==> src/rtl/seven_seg_pkg.sv <==
// Shared constants for the 7-segment scan controller: state encoding, blank pattern and
// the active-low hex glyph table.
package seven_seg_pkg;

    localparam logic [6:0] SEG_BLANK = 7'h7F;

    typedef enum logic {
        ST_BLANK = 1'b0,
        ST_SHOW  = 1'b1
    } state_t;

    // Segment order {g,f,e,d,c,b,a}, active-low, indexed by hex digit 0..F.
    localparam logic [6:0] SEG_TABLE [16] = '{
        7'h40, 7'h79, 7'h24, 7'h30, 7'h19, 7'h12, 7'h02, 7'h78,
        7'h00, 7'h10, 7'h08, 7'h03, 7'h46, 7'h21, 7'h06, 7'h0E
    };

endpackage

==> src/rtl/seven_seg.sv <==
// Combinational hex to active-low 7-segment decoder.
module seven_seg
    import seven_seg_pkg::*;
(
    input  logic [3:0] hex,
    output logic [6:0] seg
);

    assign seg = SEG_TABLE[hex];

endmodule

==> src/rtl/seven_seg_scan.sv <==
// Time-multiplexed common-anode display scanner with inter-digit blanking, leading-zero
// blanking and frame-synchronous value updates through a load/ready handshake.
module seven_seg_scan
    import seven_seg_pkg::*;
#(
    parameter int unsigned NUM_DIGITS = 4,
    parameter int unsigned PRESCALE   = 50000,
    parameter int unsigned BLANK_CYC  = 16
) (
    input  logic                    clk,
    input  logic                    rst,
    input  logic                    load,
    input  logic [4*NUM_DIGITS-1:0] value,
    input  logic [NUM_DIGITS-1:0]   dp_in,
    input  logic                    lz_blank,
    output logic                    ready,
    output logic [6:0]              seg,
    output logic                    dp,
    output logic [NUM_DIGITS-1:0]   an,
    output logic                    frame_done
);

    localparam int unsigned CW = $clog2(PRESCALE);
    localparam int unsigned IW = (NUM_DIGITS > 1) ? $clog2(NUM_DIGITS) : 1;
    localparam logic [CW-1:0] BLANK_LAST = CW'(BLANK_CYC - 1);
    localparam logic [CW-1:0] SHOW_LAST  = CW'(PRESCALE - BLANK_CYC - 1);
    localparam logic [IW-1:0] IDX_LAST   = IW'(NUM_DIGITS - 1);

    state_t                  state_q, state_d;
    logic [CW-1:0]           cnt_q, cnt_d;
    logic [IW-1:0]           idx_q, idx_d;
    logic                    boundary;

    logic [4*NUM_DIGITS-1:0] disp_q, pend_val_q;
    logic [NUM_DIGITS-1:0]   dpr_q, pend_dp_q;
    logic                    pend_q, lz_q;

    logic [NUM_DIGITS-1:0]   lead_zero;
    logic                    zero_run;
    logic [3:0]              sel_nib;
    logic                    sel_dp, sel_blank;
    logic [6:0]              dec_seg;

    logic [NUM_DIGITS-1:0]   an_d, an_q;
    logic [6:0]              seg_d, seg_q;
    logic                    dp_d, dp_q, frame_done_q;

    always_ff @(posedge clk) begin
        if (rst) begin
            state_q <= ST_BLANK;
            cnt_q   <= '0;
            idx_q   <= '0;
        end else begin
            state_q <= state_d;
            cnt_q   <= cnt_d;
            idx_q   <= idx_d;
        end
    end

    always_comb begin
        state_d = state_q;
        cnt_d   = cnt_q + 1'b1;
        idx_d   = idx_q;
        case (state_q)
            ST_BLANK: begin
                if (cnt_q == BLANK_LAST) begin
                    state_d = ST_SHOW;
                    cnt_d   = '0;
                end
            end
            ST_SHOW: begin
                if (cnt_q == SHOW_LAST) begin
                    state_d = ST_BLANK;
                    cnt_d   = '0;
                    idx_d   = (idx_q == IDX_LAST) ? '0 : idx_q + 1'b1;
                end
            end
        endcase
    end

    assign boundary = (state_q == ST_SHOW) && (cnt_q == SHOW_LAST) && (idx_q == IDX_LAST);

    // lead_zero[i] is set when digits NUM_DIGITS-1 down to i are all zero.
    always_comb begin
        zero_run  = 1'b1;
        lead_zero = '0;
        for (int i = NUM_DIGITS - 1; i >= 1; i--) begin
            zero_run     = zero_run & (disp_q[4*i +: 4] == 4'h0);
            lead_zero[i] = zero_run;
        end
    end

    always_comb begin
        sel_nib   = '0;
        sel_dp    = 1'b0;
        sel_blank = 1'b0;
        for (int i = 0; i < NUM_DIGITS; i++) begin
            if (idx_q == IW'(i)) begin
                sel_nib   = disp_q[4*i +: 4];
                sel_dp    = dpr_q[i];
                sel_blank = lz_q & lead_zero[i];
            end
        end
    end

    seven_seg u_dec (
        .hex (sel_nib),
        .seg (dec_seg)
    );

    always_comb begin
        an_d  = '1;
        seg_d = SEG_BLANK;
        dp_d  = 1'b1;
        if (state_q == ST_SHOW && !sel_blank) begin
            an_d  = ~(NUM_DIGITS'(1) << idx_q);
            seg_d = dec_seg;
            dp_d  = ~sel_dp;
        end
    end

    always_ff @(posedge clk) begin
        if (rst) begin
            an_q         <= '1;
            seg_q        <= SEG_BLANK;
            dp_q         <= 1'b1;
            frame_done_q <= 1'b0;
            disp_q       <= '0;
            dpr_q        <= '0;
            pend_val_q   <= '0;
            pend_dp_q    <= '0;
            pend_q       <= 1'b0;
            lz_q         <= 1'b0;
        end else begin
            an_q         <= an_d;
            seg_q        <= seg_d;
            dp_q         <= dp_d;
            frame_done_q <= boundary;
            if (state_q == ST_BLANK && cnt_q == '0) begin
                lz_q <= lz_blank;
            end
            // A load arriving on the boundary cycle itself waits for the next boundary.
            if (boundary && pend_q) begin
                disp_q <= pend_val_q;
                dpr_q  <= pend_dp_q;
                pend_q <= 1'b0;
            end else if (load && !pend_q) begin
                pend_val_q <= value;
                pend_dp_q  <= dp_in;
                pend_q     <= 1'b1;
            end
        end
    end

    assign ready      = ~pend_q;
    assign an         = an_q;
    assign seg        = seg_q;
    assign dp         = dp_q;
    assign frame_done = frame_done_q;

endmodule

==> config.mk <==
export PLATFORM = sky130hd
export DESIGN_NAME = seven_seg_scan
export DESIGN_NICKNAME = d
export VERILOG_FILES = /design/src/rtl/seven_seg_pkg.sv /design/src/rtl/seven_seg.sv /design/src/rtl/seven_seg_scan.sv
export SDC_FILE = /design/constraint.sdc
export NUM_CORES = 1
export LEC_CHECK = 0
export CORE_ASPECT_RATIO = 0.5
export CORE_MARGIN = 2
export CORE_UTILIZATION = 56
export CTS_BUF_LIST = sky130_fd_sc_hd__clkbuf_16
export DETAILED_ROUTE_END_ITERATION = 10
export GPL_ROUTABILITY_DRIVEN = 0
export PLACE_DENSITY_LB_ADDON = 0.3
export RECOVER_POWER = 50
export SYNTH_ARGS = -nofsm -noshare
export SYNTH_HDL_FRONTEND = slang
export SYNTH_HIERARCHICAL = 1
export SYNTH_SLANG_ARGS = --single-unit
==> constraint.sdc <==
create_clock -name clk -period 3.33 [get_ports clk]
set_input_delay 0.333 -clock clk [delete_from_list [all_inputs] [get_ports clk]]
set_output_delay 0.333 -clock clk [all_outputs]
set_load 0.02 [all_outputs]
==> results.txt <==
Status = finished, final reports clean
Post-route setup slack = 507.7 ps
Most common cell after layout, fill and taps aside = dfxtp_1
Routed via count = 2954
Worst setup path category = register to register
Distinct cell type count after synthesis = 43
Drt pass-1 iters = 5
Final Hold Fails = 0
PD cells = 457.6 nW/µm²
Hold Crit Class = register to register
Flops & latches, synth = 74
Met2 wire length = 3.800 mm
Gate Count Post-Synth = 407
FP Rows = 20
Routed Antenna Nets = 0
Met3 WL = 449 µm
Clock transition at path regs = 50 ps
Setup tns final = 0 ps
DR top layer = met4
Core area = 6006 µm²
Post-Syn Nets = 444
All-Layer GR Usage = 25.11%
Vias in the first global route = 2764
NumNets Final = 468
Register area share after synthesis = 42.87%
Die Ht = 59.55 µm
Post-CTS sizing = 0
Relative slew slack = 27.67%
Worst Path Arrival = 3040 ps
Highest-count cells in the layout ignoring fill and taps = dfxtp_1 (74), nand2_1 (57), a21oi_1 (54), nor2_1 (28), nand4_1 (27)
Final setup violation count = 0
Iter 0 DRT Violations = 205
Pin count of the biggest net entering global routing = 47
Post-Route WL = 7.842 mm
Synthesized area per cell = 8.491 µm²
Worst-Skew Late Latency = 340 ps
ANT cells = 0
Main synth FF type = dfxtp_1
Least-Margin Pin Slew = 1075 ps
Synth warn = 6
Initial antenna violation count = 0
Fin Clk Skew = 6.086 ps
Clock period minus worst slack = 2822 ps
Post-DP HPWL = 5.336 mm
Max clock buf depth = 2
Post-Syn Area = 3456 µm²
Post-synth EDFFs = 0
Critical-path top delay cell = mux4_2
Number of clock sinks = 74
Die area = 6854 µm²
Final Max Slew Viols = 0
Pre-CTS setup slack = 526.6 ps
Met1 WL = 3.511 mm
CTS Hold Bufs = 0
Max frequency = 354.3 MHz
Async set-reset flop share out of synthesis = 0%
CP bufs+invs = 3
FILL cells = 494
CTS root buffer = clkbuf_16
CTS tree = done
Wire length per cell = 15.32 µm
# port buffers = 37
Overflow left after global routing = 0
Vias/cell = 5.770
Crit-path cells = inv_1, ha_1, nand3b_1, a21oi_1, a21oi_1, o21ai_0, inv_1, ha_1, inv_1, mux4_2, or3_1
RSZ-0062 raised after global routing = false
Leakage power = 1.360 nW
Setup Buffers After CTS = 0
CTS buffer count = 9
Slowest cell delay on critical path = 440 ps
DRC violations left = 0
Area growth, synth to finish = 15.93%
H-tree levels = 3
Share of layout cells above drive strength 1 = 5.977%
Fin Hold WS = 457.9 ps
Period utilization = 84.75%
CP startpoint kind = register
Max Cap Viol = 0
Most used cell, CP = inv_1
Initial core utilization = 57.54%
WP data required = 3550 ps
First-pass GRT wire length = 13.15 mm
Top Ports = 38
CP delay by family, top = adder cells
Max IR drop VDD = 0.2618 mV
Crit path max fanout = 12
Critical path capture point type = register
Die width = 115.1 µm
metrics by stage:
| step | area, µm² | cells | total power [mW] | util (%) |
|---|---|---|---|---|
| after floorplan | 3456 | 407 | 0.9849 | - |
| after global placement | 3779 | 497 | 1.021 | 62.92 |
| after detailed placement | 3779 | 497 | 1.024 | 62.92 |
| after CTS | 4030 | 512 | 1.847 | 67.10 |
| after global routing | 4006 | 512 | 1.898 | 66.71 |
| final | 4006 | 512 | 1.833 | 66.71 |
kinds of logic after synthesis:
logic type / after synthesis / share of synthesized area [%]
xor+xnor: 14 / 3.548
fa+ha+maj: 13 / 4.707
buf+inv: 45 / 7.386
simple gates: 164 / 24.95
compound gates: 88 / 13.58
flops: 74 / 42.87
mux: 9 / 2.969
flip-flops by register name, indices dropped and copies added (netlist names):
signal / count
idx_q: 2
cnt_q: 16
lz_q: 1
seg: 7
pend_dp_q: 4
frame_done: 1
pend_q: 1
dpr_q: 4
state_q: 1
dp: 1
disp_q: 16
pend_val_q: 16
an: 4
final timing paths:
kind	to	start	depth (start not counted)	slack, ps
worst max register to register	seg[3]	idx_q[1]	11	510
worst min-delay path	pend_val_q[8]	pend_val_q[8]	2	460
worst max-delay path	seg[3]	idx_q[1]	11	510
worst min register to register	pend_val_q[8]	pend_val_q[8]	2	460
metal layers:
metal / vias up / track usage (%)
met5: - / 0
met4: 0 / 9.122
met3: 9 / 7.669
met2: 70 / 41.34
met1: 1392 / 31.69
li1: 1483 / -
power breakdown:
part	total (mW)	switching, mW	internal (mW)
Combinational	0.0849	0.0430	0.0419
Clock	0.828	0.341	0.487
Sequential	0.920	0.0154	0.905
cell type report:
class / count / area, µm² / area share [%]
Timing Repair Buffer: 44 / 419.2 / 10.46
Clock inverter: 6 / 26.28 / 0.6558
Clock buffer: 9 / 225.2 / 5.621
Multi-Input combinational cell: 288 / 1705 / 42.57
Inverter: 14 / 52.55 / 1.312
Sequential cell: 74 / 1481 / 36.98
Tap cell: 77 / 96.34 / 2.405
cells in the mapped netlist (3+ instances only):
library cell | number | area [µm²]
a21oi_1 | 54 | 270.3
and3_1 | 3 | 18.77
buf_2 | 4 | 20.02
buf_4 | 4 | 30.03
buf_6 | 6 | 67.56
clkbuf_1 | 12 | 45.04
clkbuf_4 | 3 | 22.52
dfxtp_1 | 74 | 1481
ha_1 | 13 | 162.7
inv_1 | 14 | 52.55
mux2i_1 | 8 | 80.08
nand2_1 | 57 | 214.0
nand3_1 | 8 | 40.04
nand3b_1 | 4 | 30.03
nand4_1 | 27 | 168.9
nor2_1 | 28 | 105.1
nor4_1 | 7 | 43.79
o21ai_0 | 7 | 35.03
o21ai_1 | 19 | 95.09
or3_1 | 8 | 50.05
or3b_2 | 3 | 26.28
or4_1 | 5 | 37.54
xnor2_1 | 10 | 87.58
xor2_1 | 4 | 35.03
tightest hold or removal path, cell delays in order, from the launching register on:
cell and delay (ps):
dfxtp_1 310, nand2_1 50, a21oi_1 50
Note: power is estimated with default switching activity, not from simulation.
